`config.mk`:
```
export PLATFORM = sky130hd
export DESIGN_NAME = ram_w_reader
export DESIGN_NICKNAME = d
export VERILOG_FILES = /design/src/rtl/ram_w_pkg.sv /design/src/rtl/rd_skid_fifo.sv /design/src/rtl/ram_w_reader.sv
export SDC_FILE = /design/constraint.sdc
export NUM_CORES = 1
export LEC_CHECK = 0
export ABC_AREA = 1
export BUFFER_PORTS_ARGS = -buffer_cell sky130_fd_sc_hd__buf_2
export CORE_ASPECT_RATIO = 1.1
export CORE_MARGIN = 2
export CORE_UTILIZATION = 25
export DETAILED_ROUTE_END_ITERATION = 10
export HOLD_SLACK_MARGIN = 0.08
export PLACE_DENSITY_LB_ADDON = 0.12
export SLEW_MARGIN = 10
export SYNTH_ARGS = -nofsm -noshare
export SYNTH_HDL_FRONTEND = slang
export SYNTH_SLANG_ARGS = --single-unit
```
`constraint.sdc`:
```
create_clock -name clka -period 6.1 [get_ports clka]
set_clock_uncertainty 0.1 [all_clocks]
set_input_delay 1.83 -clock clka [delete_from_list [all_inputs] [get_ports clka]]
set_output_delay 1.83 -clock clka [all_outputs]
set_load 0.05 [all_outputs]
```
`src/rtl/ram_w_pkg.sv`:
```
// Shared types and build-time defaults for the weight-RAM read path.
package ram_w_pkg;

    localparam int DEF_ADDR_SIZE  = 4;
    localparam int DEF_DATA_WIDTH = 8;
    localparam int DEF_MEM_LENGTH = 16;

    localparam int RD_BUF_DEPTH = 2;

    typedef enum logic [1:0] {
        IDLE,
        FETCH,
        DRAIN
    } rd_state_e;

endpackage

```
`src/rtl/rd_skid_fifo.sv`:
```
// Two-entry data+last FIFO sitting between a 1-cycle-latency RAM and a
// valid/ready consumer; simultaneous push and pop are both honoured.
module rd_skid_fifo
    import ram_w_pkg::*;
#(
    parameter int DATA_WIDTH = DEF_DATA_WIDTH
) (
    input  logic                  clk_i,
    input  logic                  rst_i,
    input  logic                  push_i,
    input  logic [DATA_WIDTH-1:0] push_data_i,
    input  logic                  push_last_i,
    input  logic                  pop_i,
    output logic                  head_valid_o,
    output logic [DATA_WIDTH-1:0] head_data_o,
    output logic                  head_last_o,
    output logic [1:0]            occ_o
);

    logic [DATA_WIDTH-1:0] data_q [RD_BUF_DEPTH];
    logic                  last_q [RD_BUF_DEPTH];
    logic                  rd_ptr_q;
    logic                  wr_ptr_q;
    logic [1:0]            occ_q;

    always_ff @(posedge clk_i) begin
        if (rst_i) begin
            // NOTE: the storage is only two entries and is cleared so the head word reads zero out of reset.
            for (int i = 0; i < RD_BUF_DEPTH; i++) begin
                data_q[i] <= '0;
                last_q[i] <= 1'b0;
            end
            rd_ptr_q <= 1'b0;
            wr_ptr_q <= 1'b0;
            occ_q    <= '0;
        end else begin
            if (push_i) begin
                data_q[wr_ptr_q] <= push_data_i;
                last_q[wr_ptr_q] <= push_last_i;
                wr_ptr_q         <= ~wr_ptr_q;
            end
            if (pop_i) begin
                rd_ptr_q <= ~rd_ptr_q;
            end
            occ_q <= occ_q + 2'(push_i) - 2'(pop_i);
        end
    end

    assign head_valid_o = (occ_q != '0);
    assign head_data_o  = data_q[rd_ptr_q];
    assign head_last_o  = last_q[rd_ptr_q];
    assign occ_o        = occ_q;

endmodule

```
`src/rtl/ram_w_reader.sv`:
```
// Read-side initiator for the single-port weight RAM: turns a base/length
// command into a read burst and delivers the words as a valid/ready stream.
module ram_w_reader
    import ram_w_pkg::*;
#(
    parameter int ADDR_SIZE  = DEF_ADDR_SIZE,
    parameter int DATA_WIDTH = DEF_DATA_WIDTH,
    parameter int MEM_LENGTH = DEF_MEM_LENGTH,
    parameter int LEN_SIZE   = ADDR_SIZE + 1
) (
    input  logic                  clka,
    input  logic                  rst,
    input  logic                  start,
    input  logic [ADDR_SIZE-1:0]  base_addr,
    input  logic [LEN_SIZE-1:0]   len,
    output logic                  busy,
    output logic                  done,
    output logic                  ram_ena,
    output logic                  ram_wea,
    output logic [ADDR_SIZE-1:0]  ram_addra,
    output logic [DATA_WIDTH-1:0] ram_dina,
    input  logic [DATA_WIDTH-1:0] ram_douta,
    output logic                  w_valid,
    input  logic                  w_ready,
    output logic [DATA_WIDTH-1:0] w_data,
    output logic                  w_last
);

    rd_state_e            state_q, state_d;
    logic [ADDR_SIZE-1:0] addr_q, addr_d;
    logic [LEN_SIZE-1:0]  len_q, len_d;
    logic [LEN_SIZE-1:0]  issued_q, issued_d;
    logic                 done_q, done_d;
    logic                 pending_q;
    logic                 pend_last_q;

    logic [1:0]           occ;
    logic                 head_last;
    logic                 pop;
    logic [2:0]           fill;
    logic                 final_issue;

    // Words already buffered or in flight from the RAM must leave room for one more.
    assign pop         = w_valid & w_ready;
    assign fill        = 3'(occ) + 3'(pending_q) - 3'(pop);
    assign ram_ena     = (state_q == FETCH) && (issued_q < len_q) && (fill < 3'(RD_BUF_DEPTH));
    assign final_issue = ram_ena && (issued_q == len_q - LEN_SIZE'(1));

    always_comb begin
        // NOTE: every next-state signal takes its hold value first so no path leaves it unassigned.
        state_d  = state_q;
        addr_d   = addr_q;
        len_d    = len_q;
        issued_d = issued_q;
        done_d   = 1'b0;

        unique case (state_q)
            IDLE: begin
                if (start) begin
                    if (len == '0) begin
                        done_d = 1'b1;
                    end else begin
                        addr_d   = base_addr;
                        len_d    = len;
                        issued_d = '0;
                        state_d  = FETCH;
                    end
                end
            end
            FETCH: begin
                if (final_issue) begin
                    state_d = DRAIN;
                end
            end
            DRAIN: begin
                if (pop && w_last) begin
                    state_d = IDLE;
                    done_d  = 1'b1;
                end
            end
            default: state_d = IDLE;
        endcase

        if (ram_ena) begin
            issued_d = issued_q + LEN_SIZE'(1);
            addr_d   = (addr_q == ADDR_SIZE'(MEM_LENGTH - 1)) ? '0 : addr_q + ADDR_SIZE'(1);
        end
    end

    always_ff @(posedge clka) begin
        if (rst) begin
            state_q     <= IDLE;
            addr_q      <= '0;
            len_q       <= '0;
            issued_q    <= '0;
            done_q      <= 1'b0;
            pending_q   <= 1'b0;
            pend_last_q <= 1'b0;
        end else begin
            // NOTE: registered state uses non-blocking assignments so every flop samples pre-edge values.
            state_q     <= state_d;
            addr_q      <= addr_d;
            len_q       <= len_d;
            issued_q    <= issued_d;
            done_q      <= done_d;
            pending_q   <= ram_ena;
            pend_last_q <= final_issue;
        end
    end

    rd_skid_fifo #(
        .DATA_WIDTH (DATA_WIDTH)
    ) u_buf (
        .clk_i        (clka),
        .rst_i        (rst),
        .push_i       (pending_q),
        .push_data_i  (ram_douta),
        .push_last_i  (pend_last_q),
        .pop_i        (pop),
        .head_valid_o (w_valid),
        .head_data_o  (w_data),
        .head_last_o  (head_last),
        .occ_o        (occ)
    );

    assign w_last    = w_valid & head_last;
    assign busy      = (state_q != IDLE);
    assign done      = done_q;
    assign ram_addra = addr_q;
    assign ram_wea   = 1'b0;
    assign ram_dina  = '0;

endmodule

```
======== After elaboration in Yosys (flattened, before gate mapping) ========
Memories as Yosys holds them, arrays and structs flattened. A register that Yosys moved wholly into a read port is not among the register bits.
Cells that the tools add are included.
operators by class
  add/subtract/negate cells ............... 7
  multipliers ............................. 0
  div/mod/pow operators ................... 0
  $lt $le $gt $ge ......................... 2
  equality and inequality tests ........... 9
  shift-type cells ........................ 0
  multiplexer cells ....................... 33
  bitwise gates (word level) .............. 5
  reductions and logical operators ........ 15
operator list
  cell                                                                          count
  4-bit 2-to-1 mux                                                              5
  5-bit 2-to-1 mux                                                              4
  1-bit 2-to-1 mux                                                              17
  2-bit inequality test, second input constant                                  5
  2-bit 2-to-1 mux                                                              4
  8-bit 2-to-1 mux                                                              1
  2-bit nonzero test                                                            4
  8-bit OR reduction                                                            1
  2-bit case mux with 3 select lines                                            1
  3-bit AND reduction                                                           2
  5-bit by 1-bit adder with 5-bit output, second input constant                 1
  5-bit equality test                                                           1
  5-bit logical NOT                                                             1
  5-bit less-than comparator                                                    1
  5-bit by 1-bit subtractor with 5-bit output, second input constant            1
  4-bit by 1-bit adder with 4-bit output, second input constant                 1
  4-bit equality test, second input constant                                    1
  1-bit logical AND                                                             4
  4-bit AND reduction                                                           1
  2-bit by 1-bit adder with 3-bit output                                        1
  3-bit by 2-bit less-than comparator with 1-bit output, second input constant  1
  1-bit inverter                                                                3
  3-bit by 1-bit subtractor with 3-bit output                                   1
  2-bit by 1-bit adder with 2-bit output                                        1
  7 further kinds                                                               8
word-level totals
  flip-flop bits (word level) ............. 23
  bits in latches ......................... 0
  RAM bits ................................ 18
  bits in read-only memories .............. 0
  input bits .............................. 21
  output and inout bits ................... 26
  logic and storage cells ................. 83
  memories ................................ 2
memories
  memory        words  width  rd ports  clocked after memory_dff  wr ports  RTL line            RTL
  u_buf.data_q  2      8      1         1                         2         rd_skid_fifo.sv:20  logic [DATA_WIDTH-1:0] data_q [RD_BUF_DEPTH];
  u_buf.last_q  2      1      1         1                         2         rd_skid_fifo.sv:21  logic last_q [RD_BUF_DEPTH];

======== Logic depth before layout (Yosys ltp) ========
  word-level depth ........................ 8
  depth in mapped cells ................... 19
  mapped depth without buffers ............ 18

======== Cells and area by module ========
From an unflattened synthesis, not the netlist that was laid out.
second synthesis, totals
  cells, all modules ...................... 288
  area total of the unflattened synthesis .. 2367.3 um^2
modules (own cells, without submodules)
  module        instances  cells an instance  area each (um^2)  seq. area each (um^2)
  ram_w_reader  1          200                1335.0            380.4
  rd_skid_fifo  1          88                 1032.2            640.6

======== Worst setup path after synthesis ========
No wires, ideal clock.
  path kind ............................... input -> output
  start ................................... input w_ready
  end ..................................... output ram_ena
  arrival ................................. 3.338 ns
  path slack .............................. 0.832 ns
  stages on the path ...................... 11
  buffers on the path ..................... 0
  cells stage by stage .................... nand2_1 > inv_1 > nand2_1 > o21ai_0 > ha_1 > inv_1 > fa_1 > inv_1 > nor2_4 > nand4_4 > inv_2
between the ends
  word-level cells in the longest chain between the ends .. 4
RTL lines
  element                                                RTL line            RTL
  start: declaration                                     ram_w_reader.sv:24  input logic w_ready,
  1-bit bitwise AND                                      ram_w_reader.sv:44  assign pop = w_valid & w_ready;
  3-bit by 1-bit subtractor with 3-bit output            ram_w_reader.sv:45  assign fill = 3'(occ) + 3'(pending_q) - 3'(pop);
  3-bit by 2-bit less-than comparator with 1-bit output  ram_w_reader.sv:46  assign ram_ena = (state_q == FETCH) && (issued_q < len_q) && (fill < 3'(RD_BUF_DEPTH));
  1-bit logical AND                                      ram_w_reader.sv:46
  end: declaration                                       ram_w_reader.sv:18  output logic ram_ena,
No other way between the ends.

======== Worst setup path in the final report ========
Same ends and word-level chain as after synthesis.

==> metrics.txt <==
Yosys reg bits 42; fin nets ~370; layout cells sized above 1 0.170; TritonCTS clock tree yes; TritonCTS buffer count 5; Tot GR Track Use 0.112; core box area 0.00883 mm2; Hold Crit Class register to register; post-DP HPWL 3.82 mm; CP Max Fanout 6; Seq/Total Area, Yosys 0.451; Tcrit/Tclk final 0.916; VDD IR max 117 uV; grt total ovfl 0; # port buffers 37; Mean Syn Cell Area roughly 7.6 um2; # rows 36; root buffer cell clkbuf_8; detailed-route via count about 1900; cell leakage power 1.29 nW; die outline height 104 um; H-tree depth 2; crit path cell chain buf_2, nand2_1, inv_1, nand2_1, o21ai_0, ha_1, inv_1, fa_1, inv_1, nor2_4, nand4_4, inv_2, buf_2; Hold Slack roughly 0.37 ns; Worst Setup Path Type input port to output port; Psw 0.000409 W; DRT iter0 DRCs 43; final cell count without fillers 450; largest net degree at the start of global routing 22; cts hold-fix bufs 0; Area growth syn-to-layout 15.2%; clk_lat worst skew about 0.30 ns; setup repair after global routing missed its margin false; I/O Pins 47; post-DR vias/cell 4.19; Critical Path End Type output port; Yosys cell types 29; DRC viols 0; sw frac 0.446; postcts setup bufs 0; WP data arrival 3.66 ns; final-report hold violation count 0; placed insts 442; CP max stage delay 0.50 ns; Reg power frac 0.387; Cell Area, Synth ~0.0023 mm2; Reg clk slew, reported paths roughly 0.080 ns; Slowest-stage cell, CP fa_1; post-CTS sizing 0; max-slew violation count 0; setup TNS 0 ns; drt total wl 5.00 mm; Max clock buf depth 2; Final setup viols 0; internal power 0.000507 W; fmax between 0.15 and 0.2 GHz; Pre-Repair DR Iteration Count 4; WL per Instance 11.1 um; Buf/Inv on CP 6; # clock sinks 42; Synth Instances slightly below 300; Combinational Power Share 0.404; first-pass GRT wire length between 8 and 9 mm; die width 94.8 um; Crit path top cell by count inv_1; Initial Util 0.257; Clk pwr share 0.209; GPL Wtd Cong 0.771; Antenna Cells 0; fin crit period 5.59 ns; Final Util 0.296; vias in the first global route about 1900; Yosys warnings 0; outcome complete, no violations; worst-margin pin slew roughly 0.8 ns; crit-path leading delay family buffers and inverters; power density cells 351 mW/mm2; CP required 4.17 ns; Antenna Violating Nets Remaining 0; Slew headroom 0.465; die area ~0.0098 mm2; Startpoint Class input port; initial antenna violation count 0; Max-Cap Viols 0
Yosys cell counts (all sizes together):
cell	instances	area (um2)
dfxtp	24	480
xor2	1	8.76
nand3b	1	7.51
edfxtp	18	541
clkinv	1	3.75
nor3	3	20.0
nand3	19	100
fa	1	20.0
nor2	48	193
inv	43	161
xnor2	1	8.76
nand4	4	40.0
ha	9	113
a21oi	14	77.6
buf	16	114
nand2	79	299
conb	1	3.75
o21ai	15	75.1
kinds of logic after synthesis:
logic type | share of synthesized area
other | 0.00165
AO/OA/AOI/OAI | 0.0674
XOR/XNOR | 0.00773
adder cells (fa/ha/maj) | 0.0585
buffers and inverters | 0.123
AND/OR/NAND/NOR | 0.291
flip-flops | 0.451
worst register-to-register path, delay by kind of cell (launching register included):
family	cells	cell delay (ns)
AO/OA/AOI/OAI	1	0.08
AND/OR/NAND/NOR	8	0.73
adder cells (fa/ha/maj)	2	0.67
buffers and inverters	6	0.56
flip-flops	1	0.39
final timing paths:
check | start | endpoint | slack [ns] | cells after the start
setup / recovery | w_ready | ram_ena | 0.51 | 13
setup reg to reg | u_buf.occ_o[1] | ram_addra[3] | 3.50 | 17
hold reg to reg | u_buf.rd_ptr_q | register | 0.37 | 1
hold / removal | u_buf.rd_ptr_q | register | 0.37 | 1
cells in the final DEF (no fill, tap or decap), types with 12 or more instances in the layout:
cell type  count
nand2_1       78
dfxtp_1       24
nand3_1       18
edfxtp_1      18
a21oi_1       12
buf_2         37
inv_1         41
nor2_1        45
o21ai_0       12
routing by layer:
layer / part of all wire / track usage
met5: 0 / 0
met4: 0.010 / 0.0280
met3: 0.050 / 0.0239
met2: 0.52 / 0.205
met1: 0.42 / 0.131
metrics by stage:
stage | area (um2) | power [W] | setup WS [ns]
finish | 2610 | 0.000916 | 0.514
CTS | 2610 | 0.000931 | 0.494
global placement | 2520 | 0.000737 | 0.528
floorplan | 2300 | 0.000663 | 0.832
global route | 2610 | 0.000982 | 0.363
detailed placement | 2520 | 0.000739 | 0.511
state kept, by name (all words and copies together), names as in the netlist, named ones only:
register,cells
u_buf.last_q,2
issued_q,5
done,1
pend_last_q,1
ram_addra,4
u_buf.data_q,16
len_q,5
state_q,2
u_buf.wr_ptr_q,1
u_buf.occ_o,2
pending_q,1
u_buf.rd_ptr_q,1
power groups by stage:
| stage | clock network, W | logic, W | registers, W |
|---|---|---|---|
| global placement | 0 | 0.000375 | 0.000362 |
| finish | 0.000192 | 0.000370 | 0.000354 |
| floorplan | 0 | 0.000299 | 0.000364 |
| global route | 0.000205 | 0.000416 | 0.000361 |
| CTS | 0.000198 | 0.000378 | 0.000356 |
| detailed placement | 0 | 0.000377 | 0.000362 |
final cells by class:
type	count	area (um2)
fillers	1028	6220
flip-flops and latches	42	1020
multi-input cells	204	996
repair buffers	38	193
inverters	44	165
well taps	114	143
clock buffers	5	68.8
clock inverters	3	25.0
No activity file was read; power rests on OpenSTA's default activity.
